**src/rtl/mem_stage_pkg.sv**
```systemverilog
// Shared definitions for the memory-access stage: op encoding, FSM states,
// byte-lane constants and small op-classification helpers.
package mem_stage_pkg;

    typedef enum logic [2:0] {
        MEM_NONE = 3'd0,
        MEM_LW   = 3'd1,
        MEM_LBU  = 3'd2,
        MEM_SW   = 3'd3,
        MEM_SB   = 3'd4
    } mem_op_e;

    typedef enum logic [1:0] {
        ST_IDLE = 2'd0,
        ST_REQ  = 2'd1,
        ST_RESP = 2'd2
    } stage_state_e;

    localparam int         LANE_OFS_W = 2;
    localparam logic [1:0] LANE_B0    = 2'd0;
    localparam logic [1:0] LANE_B1    = 2'd1;
    localparam logic [1:0] LANE_B2    = 2'd2;
    localparam logic [1:0] LANE_B3    = 2'd3;

    localparam logic [3:0] MASK_NONE  = 4'h0;
    localparam logic [3:0] MASK_WORD  = 4'hF;
    localparam logic [3:0] MASK_BYTE0 = 4'h1;

    function automatic logic is_store(input mem_op_e op);
        return (op == MEM_SW) || (op == MEM_SB);
    endfunction

    // Word-sized accesses must be word aligned; byte accesses never fault.
    function automatic logic needs_word_align(input mem_op_e op);
        return (op == MEM_LW) || (op == MEM_SW);
    endfunction

endpackage

```
**src/rtl/mem_lane_align.sv**
```systemverilog
// Byte-lane steering: store mask/data replication on the request side and
// load byte extraction with zero extension on the response side.
module mem_lane_align
    import mem_stage_pkg::*;
(
    input  mem_op_e                st_op,
    input  logic [LANE_OFS_W-1:0]  st_offset,
    input  logic [31:0]            st_data,
    input  mem_op_e                ld_op,
    input  logic [LANE_OFS_W-1:0]  ld_offset,
    input  logic [31:0]            ld_word,
    output logic [3:0]             st_mask,
    output logic [31:0]            st_lane_data,
    output logic [31:0]            ld_data
);

    logic [7:0] ld_byte_s;

    // Store side: full word or a single replicated byte lane.
    always_comb begin
        st_mask      = MASK_NONE;
        st_lane_data = 32'h0000_0000;
        case (st_op)
            MEM_SW: begin
                st_mask      = MASK_WORD;
                st_lane_data = st_data;
            end
            MEM_SB: begin
                st_mask      = MASK_BYTE0 << st_offset;
                st_lane_data = {4{st_data[7:0]}};
            end
            default: begin
                st_mask      = MASK_NONE;
                st_lane_data = 32'h0000_0000;
            end
        endcase
    end

    // Load side: select the addressed byte, then word or zero-extended byte.
    always_comb begin
        ld_byte_s = 8'h00;
        ld_data   = 32'h0000_0000;
        case (ld_offset)
            LANE_B0: ld_byte_s = ld_word[7:0];
            LANE_B1: ld_byte_s = ld_word[15:8];
            LANE_B2: ld_byte_s = ld_word[23:16];
            LANE_B3: ld_byte_s = ld_word[31:24];
            default: ld_byte_s = 8'h00;
        endcase
        case (ld_op)
            MEM_LW:  ld_data = ld_word;
            MEM_LBU: ld_data = {24'h00_0000, ld_byte_s};
            default: ld_data = 32'h0000_0000;
        endcase
    end

endmodule

```
**src/rtl/mem_stage.sv**
```systemverilog
// Memory-access stage: issues data-memory requests on a valid/yumi handshake,
// waits for load data with a bounded timeout, and drives one registered writeback.
module mem_stage
    import mem_stage_pkg::*;
#(
    parameter int RF_ADDR_W    = 5,
    parameter int RESP_TIMEOUT = 255
) (
    input  logic                 clk,
    input  logic                 reset,
    input  logic                 valid_i,
    output logic                 ready_o,
    input  mem_op_e              mem_op_i,
    input  logic [31:0]          alu_result_i,
    input  logic [31:0]          store_data_i,
    input  logic                 wb_en_i,
    input  logic [RF_ADDR_W-1:0] wb_addr_i,
    output logic                 dmem_v_o,
    output logic                 dmem_w_o,
    output logic [29:0]          dmem_addr_o,
    output logic [3:0]           dmem_mask_o,
    output logic [31:0]          dmem_data_o,
    input  logic                 dmem_yumi_i,
    input  logic                 dmem_resp_v_i,
    input  logic [31:0]          dmem_resp_data_i,
    output logic                 wb_v_o,
    output logic [RF_ADDR_W-1:0] wb_addr_o,
    output logic [31:0]          wb_data_o,
    output logic                 misalign_o,
    output logic                 timeout_o
);

    // Counter only needs to reach RESP_TIMEOUT-1 before the final waiting cycle.
    localparam int CNT_W = (RESP_TIMEOUT < 2) ? 1 : $clog2(RESP_TIMEOUT);
    localparam logic [CNT_W-1:0] CNT_LAST = CNT_W'(RESP_TIMEOUT - 1);

    stage_state_e           state_r;
    mem_op_e                op_r;
    logic [LANE_OFS_W-1:0]  ofs_r;
    logic                   wb_en_r;
    logic [RF_ADDR_W-1:0]   wb_addr_r;
    logic [CNT_W-1:0]       cnt_r;

    logic                   accept_s;
    logic                   none_s;
    logic                   misalign_s;
    logic                   start_s;
    logic [3:0]             st_mask_s;
    logic [31:0]            st_lane_data_s;
    logic [31:0]            ld_data_s;

    assign ready_o = (state_r == ST_IDLE);

    mem_lane_align u_lane_align (
        .st_op        (mem_op_i),
        .st_offset    (alu_result_i[1:0]),
        .st_data      (store_data_i),
        .ld_op        (op_r),
        .ld_offset    (ofs_r),
        .ld_word      (dmem_resp_data_i),
        .st_mask      (st_mask_s),
        .st_lane_data (st_lane_data_s),
        .ld_data      (ld_data_s)
    );

    // Classify an instruction accepted in IDLE.
    always_comb begin
        accept_s   = valid_i && (state_r == ST_IDLE);
        none_s     = 1'b0;
        misalign_s = 1'b0;
        start_s    = 1'b0;
        if (accept_s) begin
            case (mem_op_i)
                MEM_NONE: none_s = 1'b1;
                MEM_LW, MEM_SW, MEM_LBU, MEM_SB: begin
                    if (needs_word_align(mem_op_i) && (alu_result_i[1:0] != 2'b00)) begin
                        misalign_s = 1'b1;
                    end else begin
                        start_s = 1'b1;
                    end
                end
                default: none_s = 1'b0;
            endcase
        end else begin
            start_s = 1'b0;
        end
    end

    // Stage FSM with all outputs registered.
    always_ff @(posedge clk) begin
        if (reset) begin
            state_r     <= ST_IDLE;
            op_r        <= MEM_NONE;
            ofs_r       <= 2'b00;
            wb_en_r     <= 1'b0;
            wb_addr_r   <= '0;
            cnt_r       <= '0;
            dmem_v_o    <= 1'b0;
            dmem_w_o    <= 1'b0;
            dmem_addr_o <= 30'h0;
            dmem_mask_o <= 4'h0;
            dmem_data_o <= 32'h0;
            wb_v_o      <= 1'b0;
            wb_addr_o   <= '0;
            wb_data_o   <= 32'h0;
            misalign_o  <= 1'b0;
            timeout_o   <= 1'b0;
        end else begin
            wb_v_o     <= 1'b0;
            misalign_o <= 1'b0;
            case (state_r)
                ST_IDLE: begin
                    if (none_s) begin
                        wb_v_o    <= wb_en_i;
                        wb_addr_o <= wb_addr_i;
                        wb_data_o <= alu_result_i;
                    end
                    if (misalign_s) begin
                        misalign_o <= 1'b1;
                    end
                    if (start_s) begin
                        op_r        <= mem_op_i;
                        ofs_r       <= alu_result_i[1:0];
                        wb_en_r     <= wb_en_i;
                        wb_addr_r   <= wb_addr_i;
                        dmem_v_o    <= 1'b1;
                        dmem_w_o    <= is_store(mem_op_i);
                        dmem_addr_o <= alu_result_i[31:2];
                        dmem_mask_o <= st_mask_s;
                        dmem_data_o <= st_lane_data_s;
                        state_r     <= ST_REQ;
                    end
                end
                ST_REQ: begin
                    if (dmem_yumi_i) begin
                        dmem_v_o <= 1'b0;
                        dmem_w_o <= 1'b0;
                        cnt_r    <= '0;
                        state_r  <= is_store(op_r) ? ST_IDLE : ST_RESP;
                    end
                end
                ST_RESP: begin
                    if (dmem_resp_v_i) begin
                        wb_v_o    <= wb_en_r;
                        wb_addr_o <= wb_addr_r;
                        wb_data_o <= ld_data_s;
                        state_r   <= ST_IDLE;
                    end else if (cnt_r == CNT_LAST) begin
                        timeout_o <= 1'b1;
                        state_r   <= ST_IDLE;
                    end else begin
                        cnt_r <= cnt_r + CNT_W'(1);
                    end
                end
                default: state_r <= ST_IDLE;
            endcase
        end
    end

endmodule

```
**config.mk**
```make
export PLATFORM = sky130hd
export DESIGN_NAME = mem_stage
export DESIGN_NICKNAME = d
export VERILOG_FILES = /design/src/rtl/mem_stage_pkg.sv /design/src/rtl/mem_lane_align.sv /design/src/rtl/mem_stage.sv
export SDC_FILE = /design/constraint.sdc
export NUM_CORES = 1
export LEC_CHECK = 0
export CORE_ASPECT_RATIO = 1.25
export CORE_MARGIN = 2
export CORE_UTILIZATION = 29
export CTS_BUF_LIST = sky130_fd_sc_hd__clkbuf_4 sky130_fd_sc_hd__clkbuf_8
export CTS_CLUSTER_SIZE = 16
export DETAILED_ROUTE_END_ITERATION = 7
export GPL_TIMING_DRIVEN = 0
export PLACE_DENSITY = 0.58
export SYNTH_ARGS = -nofsm -noshare
export SYNTH_HDL_FRONTEND = slang
export SYNTH_SLANG_ARGS = --single-unit
```
**constraint.sdc**
```tcl
create_clock -name clk -period 2.6 [get_ports clk]
set_clock_uncertainty 0.2 [all_clocks]
set_input_delay 0.52 -clock clk [delete_from_list [all_inputs] [get_ports clk]]
set_output_delay 0.52 -clock clk [all_outputs]
set_load 0.03 [all_outputs]
```
==> metrics, run 1 <==
post-synthesis simple-gate area fraction=24.30%; finished layout cell area=8476 um^2; Placed Area=8044 um^2; vias per cell=5.129; CP Max Fanout=10; worst reg2reg path endpoint=wb_data_o[29]; number of cells on the worst reg-to-reg path=6; Area Overhead vs Synth=51.85%; share of the yosys chip area belonging to registers=46.27%; Initial Utilization=29.61%; final setup TNS=0 ps; critical path arrival=2630 ps; IO Port Bufs=217; Nets=1,002; hold buffers post-CTS=0; Post-Synth XOR/XNOR Area=0%; Clock Root Buffer=clkbuf_8; max-cap viol count=0; Detailed Route WL=21,600 um; Synth Warn #=0; CTS tree=done; DP Worst Slack=-422.1 ps; chip width=128.1 um; Reg area=2582 um^2; largest net degree at the start of global routing=17; Reg2Reg Launch Point=state_r[0]; syn nets=766; final core utilization=44.97%; first-pass GRT wire length=32,590 um; synthesis-stage register bit count=129; H-tree levels=4; Hold Path Stages=2; gpl congestion=0.7967; Critical Setup Path Class=input port to flip-flop; Avg WL per Cell=19.05 um; RSZ-0062 raised after global routing=no; Hold Path End=dmem_data_o[3]; PD cells=588.8 nW/um^2; Post-CTS Setup Bufs=0; synthesized area=5582 um^2; ratio of cells with drive above 1 in the final layout=9.202%; Sink Count=129; Post-route DRC=0; Final Worst Setup Slack=148.6 ps; Unique masters post-synth=58; DP Wirelength=16,270 um; chip height=159.1 um; post-synthesis mux area share=2.399%; fin. max-slew vios=0; I/O pins=219; Worst-Margin Slew=644.4 ps; worst hold slack=255.0 ps; Worst setup SP type=input port; drt first pass iters=5; Rel. slew slack=57.04%; n_diodes=0; Bufs on Longest Clock Path=2; status=finished, final reports clean; Final Hold Fails=0; total gr overflow=0; Adder-Cell Fraction of Synth Area=0.4483%; final setup fails=0; min Tclk post-route=2451 ps; number of synthesized flops with an enable pin=0; vias in the first global route=5,733; final std cells w/o fill=1,134; r2r setup slk=400 ps; ANT nets after route=0; core footprint=18,850 um^2; clk slew on worst S/H paths=70 ps; largest family of logic cells by synthesized area=simple AND/OR/NAND/NOR gates; Most used DFF post-synth=dfxtp_1; syn avg cell area=8.535 um^2; Worst-Skew Late Latency=450 ps; Row Count=56; post-synth top area share=46.27%; Synth area leaders=dfxtp_1 (46%), a221oi_1 (7.5%), nand2_1 (7.2%); Iter 0 DRT Violations=335; filler instances=1,889; multi-input logic area=2705 um^2; compound-gate portion of the synthesized area=21.32%; worst hold path class=flip-flop to flip-flop; Max VDD drop=0.0002458 V; via count=5,816; Fmax=0.4079 GHz; initial antenna violation count=0; GRT Resource Usage Total=20.74%; area leader, netlist=dfxtp_1; asr flop ratio synth=0%; placed cell count=1,103; hold path start=dmem_data_o[3]; Final Cycle Share=94.28%; kind of end point of the critical path=flip-flop; worst path required time=2780 ps; Cells after Synth=654; CTS buffer count=17; Leak=2.996 nW; full die area=20,380 um^2; Pwr Total=4.991 mW
where the power goes:
part	internal [mW]	switching, mW
clock	1.07	0.817
combinational	0.431	0.552
sequential	2.07	0.0506
total	3.57	1.42
sequential cells by signal, indices dropped and copies added, names as in the netlist, 2 cells and up:
name / count
wb_data_o: 32
cnt_r: 8
state_r: 2
wb_addr_r: 5
ofs_r: 2
dmem_mask_o: 4
dmem_addr_o: 30
op_r: 3
wb_addr_o: 5
dmem_data_o: 32
area by class of cell:
class	instances	area share, %
Sequential cell	129	30.47
Inverter	7	0.3100
Timing Repair Buffer	217	25.61
Clock buffer	23	3.587
Clock inverter	8	1.491
Tap cell	232	3.425
Multi-Input combinational cell	464	31.92
Buffer	54	3.189
worst max-delay path by stage:
stage                 endpoint  slack (ps)        start
6_report               op_r[1]         150  mem_op_i[0]
3_5_place_dp          dmem_w_o        -420  mem_op_i[0]
3_3_place_gp          dmem_w_o        -450  mem_op_i[0]
4_1_cts         dmem_addr_o[0]          30  mem_op_i[0]
2_1_floorplan     wb_data_o[6]         540  mem_op_i[2]
5_1_grt        dmem_addr_o[13]          30  mem_op_i[0]
timing repair:
| item | 4_1_cts | 5_1_grt |
|---|---|---|
| resized for setup | 1 | 4 |
| hold endpoints to repair | 0 | 0 |
| pin swaps | 0 | 0 |
| endpoints found under the setup margin | 1 | 15 |
cell usage after synthesis, types with 3 or more instances:
cell        n
and3b_1     3
nor3_1     52
nor2b_1     4
nand2_1   107
a221oi_1   48
nand3_1    12
inv_1       7
nand2b_1    4
buf_2      16
or4_1       3
mux2i_1    10
nor3b_2     3
o21ai_0     3
a21oi_1    56
and3_1      7
or3_1       3
a31o_2      5
a221o_1     7
buf_4       8
a211oi_1    8
dfxtp_1   129
a311oi_1    7
a21boi_0    4
nor2_1     76
clkbuf_1   26
o31ai_1     3
cell families (layout without fill, tap and decap cells):
logic type	Yosys count	in the layout
flip-flops	129	129
AO/OA/AOI/OAI	158	158
AND/OR/NAND/NOR	292	292
multiplexers	12	12
adder cells (fa/ha/maj)	2	2
buffers and inverters	61	309
routing by layer:
| metal | track usage, % | vias to the layer above | share of wire, % |
|---|---|---|---|
| li1 | - | 2843 | - |
| met1 | 24.27 | 2715 | 41 |
| met2 | 36.22 | 228 | 49 |
| met3 | 5.813 | 30 | 7.1 |
| met4 | 6.893 | 0 | 2.1 |
| met5 | 0 | - | 0 |
placed cells by master (no fill, tap or decap), types with 10 or more instances in the layout:
| cell | count |
|---|---|
| nor2_1 | 76 |
| a21oi_1 | 56 |
| nand3_1 | 12 |
| dfxtp_1 | 129 |
| buf_2 | 16 |
| mux2i_1 | 10 |
| nand2_1 | 107 |
| a221oi_1 | 48 |
| clkdlybuf4s50_1 | 216 |
| clkbuf_1 | 24 |
| clkbuf_8 | 21 |
| nor3_1 | 52 |
critical path, stage by stage:
cell,delay (ps)
clkdlybuf4s50_1,600
nor3b_2,290
o311ai_4,480
clkbuf_1,490
nand2_1,100
a21oi_1,150
Power figures use the tool's default switching activity.
==> run 2: changes to the inputs <==
==> constraint.sdc (replaced) <==
create_clock -name clk -period 2.6 [get_ports clk]
set_clock_uncertainty 0.2 [all_clocks]
set_input_delay 0.52 -clock clk [delete_from_list [all_inputs] [get_ports clk]]
set_output_delay 0.52 -clock clk [all_outputs]
set_load 0.1 [all_outputs]
==> metrics, run 2 (synthesis results as in run 1) <==
status=finished, final reports clean; CP Max Fanout=10 (unchanged); ratio of cells with drive above 1 in the final layout=9.313% (+0.11 points); DP Wirelength=16,270 um (unchanged); final setup fails=0 (unchanged); Area Overhead vs Synth=49.47%; PD cells=645.9 nW/um^2 (+9.7%); kind of end point of the critical path=output pin; Bufs on Longest Clock Path=2 (unchanged); Reg2Reg Launch Point=state_r[0]; Initial Utilization=29.61% (unchanged); Nets=1,002 (unchanged); Placed Area=8044 um^2 (unchanged); finished layout cell area=8343 um^2 (-1.6%); n_diodes=0 (unchanged); Rel. slew slack=31.47% (-26 points); Fmax=0.4074 GHz (-0.13%); total gr overflow=0 (unchanged); I/O pins=219 (unchanged); Final Worst Setup Slack=145.5 ps (-3.107 ps); DP Worst Slack=-422.1 ps (unchanged); clk slew on worst S/H paths=70 ps (about the same); Hold Path Stages=2 (unchanged); Max VDD drop=0.0002495 V (+1.5%); CTS buffer count=17 (unchanged); ANT nets after route=0 (unchanged); CTS tree=done; core footprint=18,850 um^2 (unchanged); filler instances=1,925 (+1.9%); Hold Path End=dmem_data_o[7]; worst hold path class=flip-flop to flip-flop; biggest regs=dmem_data_o x32, wb_data_o x32, dmem_addr_o x30; gpl congestion=0.7967 (unchanged); IO Port Bufs=217 (unchanged); worst reg2reg path endpoint=wb_data_o[29]; Resize count post-CTS=111 (+110); final core utilization=44.26% (-0.70 points); worst hold slack=250.3 ps (-4.643 ps); hold path start=dmem_data_o[7]; most common cell after layout, fill and taps aside=dfxtp_1; commonest non-fill, non-tap cells in the layout=dfxtp_1 (129), clkdlybuf4s50_1 (108), dlygate4sd2_1 (108), nand2_1 (107), nor2_1 (76); Detailed Route WL=21,530 um (-0.33%); number of cells on the worst reg-to-reg path=6 (unchanged); final setup TNS=0 ps (unchanged); chip width=128.1 um (unchanged); RSZ-0062 raised after global routing=no; worst path required time=1880 ps (-900 ps); vias in the first global route=5,739 (+0.10%); critical path arrival=1730 ps (-900 ps); Critical Setup Path Class=flip-flop to output pin; vias per cell=5.095 (-0.65%); met3 routed WL=1538 um (unchanged); Iter 0 DRT Violations=327 (-2.4%); first-pass GRT wire length=32,690 um (+0.30%); H-tree levels=4 (unchanged); Avg WL per Cell=18.98 um (-0.33%); GRT Resource Usage Total=20.81% (+0.070 points); Worst-Skew Late Latency=450 ps (about the same); chip height=159.1 um (unchanged); Sink Count=129 (unchanged); initial antenna violation count=0 (unchanged); Final Cycle Share=94.40% (+0.12 points); hold buffers post-CTS=0 (unchanged); Worst setup SP type=flip-flop; Leak=3.470 nW (+16%); r2r setup slk=430 ps (+30 ps); met2 wire length=10,680 um (+0.11%); Post-route DRC=0 (unchanged); max-cap viol count=0 (unchanged); via count=5,778 (-0.65%); Post-CTS Setup Bufs=0 (unchanged); min Tclk post-route=2454 ps (+3.107 ps); full die area=20,380 um^2 (unchanged); Worst-Margin Slew=1032 ps (+387.6 ps); drt first pass iters=5 (unchanged); uppermost layer routed=met4; largest net degree at the start of global routing=17 (unchanged); DRT met1 WL=8859 um (-0.95%); fin. max-slew vios=0 (unchanged); Clock Root Buffer=clkbuf_8; Row Count=56 (unchanged); Final Hold Fails=0 (unchanged)
run 2: cell type report:
cell class,instances,area (um^2),share of cell area (%)
Sequential cell,129,2582,30.95
Timing Repair Buffer,217,2038,24.43
Buffer,54,270.3,3.239
Inverter,7,26.28,0.3149
Clock buffer,23,304.0,3.644
Clock inverter,8,126.4,1.515
Multi-Input combinational cell,464,2705,32.42
Tap cell,232,290.3,3.479
run 2: stage by stage:
stage / cells / total power, mW
floorplan: 654 / 3.113
global placement: 1103 / 3.611
detailed placement: 1103 / 3.614
CTS: 1134 / 5.446
global route: 1134 / 5.591
finish: 1134 / 5.389
run 2: worst max-delay path by stage:
| stage | cells after the start | startpoint | endpoint |
|---|---|---|---|
| floorplan | 2 | state_r[1] | ready_o |
| global placement | 6 | mem_op_i[0] | dmem_w_o |
| detailed placement | 6 | mem_op_i[0] | dmem_w_o |
| CTS | 6 | mem_op_i[0] | dmem_addr_o[0] |
| global route | 6 | mem_op_i[0] | dmem_addr_o[13] |
| finish | 3 | state_r[1] | ready_o |
run 2: routing by layer:
metal / track usage (%) / vias to the layer above
li1: - / 2845
met1: 24.31 / 2686
met2: 36.44 / 218
met3: 5.780 / 29
met4: 6.893 / 0
met5: 0 / -
run 2: critical path: stages, from the launching register on:
cell and delay [ps]:
dfxtp_1 350, buf_4 180, nor2_1 170, clkdlybuf4s15_2 580
run 2: power by group:
group	internal (mW)	total (mW)	switching [mW]
clock network	1.07	1.89	0.819
logic	0.369	1.38	1.01
registers	2.07	2.12	0.0466
total	3.51	5.39	1.88
==> run 3: changes to the inputs <==
--- a/config.mk
+++ b/config.mk
@@ -16,3 +16,4 @@
 export SYNTH_ARGS = -nofsm -noshare
 export SYNTH_HDL_FRONTEND = slang
 export SYNTH_SLANG_ARGS = --single-unit
+export TNS_END_PERCENT = 50
==> metrics, run 3 (synthesis results as in run 1) <==
via count=5,772 (-0.10%); final std cells w/o fill=1,134 (unchanged); H-tree levels=4 (unchanged); Clock Root Buffer=clkbuf_8; core footprint=18,850 um^2 (unchanged); worst hold path class=flip-flop to flip-flop; GRT Resource Usage Total=20.81% (unchanged); hold buffers post-CTS=0 (unchanged); drt first pass iters=5 (unchanged); Clk pwr share=35.0% (about the same); ANT nets after route=0 (unchanged); most common cell after layout, fill and taps aside=dfxtp_1; final setup TNS=0 ps (unchanged); Fmax=0.4051 GHz (-0.58%); Area Overhead vs Synth=49.45% (about the same); kind of end point of the critical path=flip-flop; Sink Count=129 (unchanged); switch share=34.85% (about the same); largest net degree at the start of global routing=17 (unchanged); vias in the first global route=5,739 (unchanged); Post-route DRC=0 (unchanged); Iter 0 DRT Violations=334 (+2.1%); I/O pins=219 (unchanged); initial antenna violation count=0 (unchanged); IO Port Bufs=217 (unchanged); sequential share of power=39.3% (about the same); Worst-Margin Slew=1032 ps (-0.2797 ps); Comb power frac=25.7% (about the same); filler instances=1,923 (-0.10%); internal power=3.509 mW (about the same); vias per cell=5.090 (-0.10%); Row Count=56 (unchanged); DP Worst Slack=-422.1 ps (unchanged); CP Cell Sequence=clkdlybuf4s50_1 -> nor3b_2 -> o311ai_4 -> clkbuf_1 -> nand2_1 -> a21oi_1; DP Wirelength=16,270 um (unchanged); min Tclk post-route=2469 ps (+14.30 ps); total gr overflow=0 (unchanged); max-cap viol count=0 (unchanged); CP bufs+invs=2 (unchanged); Worst setup SP type=input port; CP Max Fanout=10 (unchanged); chip height=159.1 um (unchanged); Nets=1,002 (unchanged); Max VDD drop=0.0002481 V (-0.57%); worst path required time=2780 ps (+900 ps); Final Hold Fails=0 (unchanged); Final Cycle Share=94.95% (+0.55 points); CTS buffer count=17 (unchanged); placed cell count=1,103 (unchanged); Critical Setup Path Class=input port to flip-flop; RSZ-0062 raised after global routing=yes; Initial Utilization=29.61% (unchanged); full die area=20,380 um^2 (unchanged); CP max stage cell=clkdlybuf4s50_1; clk slew on worst S/H paths=70 ps (about the same); final setup fails=0 (unchanged); Post-CTS Setup Bufs=0 (unchanged); biggest regs=dmem_data_o x32, wb_data_o x32, dmem_addr_o x30; Leak=3.467 nW (about the same); Detailed Route WL=21,540 um (about the same); commonest non-fill, non-tap cells in the layout=dfxtp_1 (129), clkdlybuf4s50_1 (108), dlygate4sd2_1 (108), nand2_1 (107), nor2_1 (76); critical path arrival=2650 ps (+920 ps); Bufs on Longest Clock Path=2 (unchanged); CTS tree=done; Avg WL per Cell=18.99 um (about the same); Psw=1.877 mW (-0.13%); PD cells=645.7 nW/um^2 (about the same); worst hold slack=250.3 ps (-0.004000 ps); ratio of cells with drive above 1 in the final layout=9.202% (-0.11 points); gpl congestion=0.7967 (unchanged); status=finished, final reports clean; Rel. slew slack=31.49% (about the same); Crit path max-delay family=buffers and inverters; chip width=128.1 um (unchanged); max incr delay on CP=600 ps (+20 ps); Final Worst Setup Slack=131.2 ps (-14.30 ps); first-pass GRT wire length=32,690 um (unchanged); Worst-Skew Late Latency=450 ps (about the same); final core utilization=44.26% (about the same); fin. max-slew vios=0 (unchanged); n_diodes=0 (unchanged)
[run 3: cell types whose count changed in the layout (fill, tap and decap cells not counted)]
cell,previous run,this run
clkbuf_1,24,25
clkbuf_2,2,1
[run 3: power groups by stage]
| stage | combinational, mW | sequential, mW | clock (mW) |
|---|---|---|---|
| after floorplan | 0.325 | 2.79 | 0 |
| after global placement | 1.45 | 2.17 | 0 |
| after detailed placement | 1.45 | 2.17 | 0 |
| after CTS | 1.39 | 2.12 | 1.94 |
| after global routing | 1.45 | 2.13 | 2.01 |
| final | 1.38 | 2.12 | 1.88 |
[run 3: worst paths after layout]
kind / from / to / slack (ps) / cells past startpoint
max: mem_op_i[0] / dmem_addr_o[5] / 130 / 6
min: dmem_data_o[7] / dmem_data_o[7] / 250 / 2
max reg2reg: state_r[0] / wb_data_o[29] / 420 / 6
min reg2reg: dmem_data_o[7] / dmem_data_o[7] / 250 / 2
[run 3: layout make-up]
cell class,instances,area (um^2),area share (%)
clock buffers,23,304.0,3.645
flip-flops and latches,129,2582,30.96
plain buffers,54,269.0,3.225
multi-input cells,464,2705,32.43
inverters,7,26.28,0.3150
well taps,232,290.3,3.480
clock inverters,8,126.4,1.515
repair buffers,217,2038,24.43
[run 3: stage by stage]
stage	power (mW)	cell area, um^2
CTS	5.446	8341
floorplan	3.113	5582
global route	5.590	8342
global placement	3.611	8044
detailed placement	3.614	8044
finish	5.386	8342
[run 3: per-layer routing]
metal	share of wire [%]	vias up	track usage (%)	wire length [um]
li1	-	2843	-	-
met1	41	2685	24.31	8848
met2	50	217	36.44	10700
met3	7.3	27	5.780	1563
met4	2.0	0	6.893	422
met5	0	-	0	0
[run 3: worst register-to-register path, delay by kind of cell, from the launching register on]
kind            cells  cell delay, ps
compound gates      1             180
flops               1             360
simple gates        2             420
buf+inv             3             950
[run 3: repair_timing]
item | CTS | global route
gates cloned | 0 | 0
setup endpoints to repair | 109 | 15
resized for setup | 111 | 2
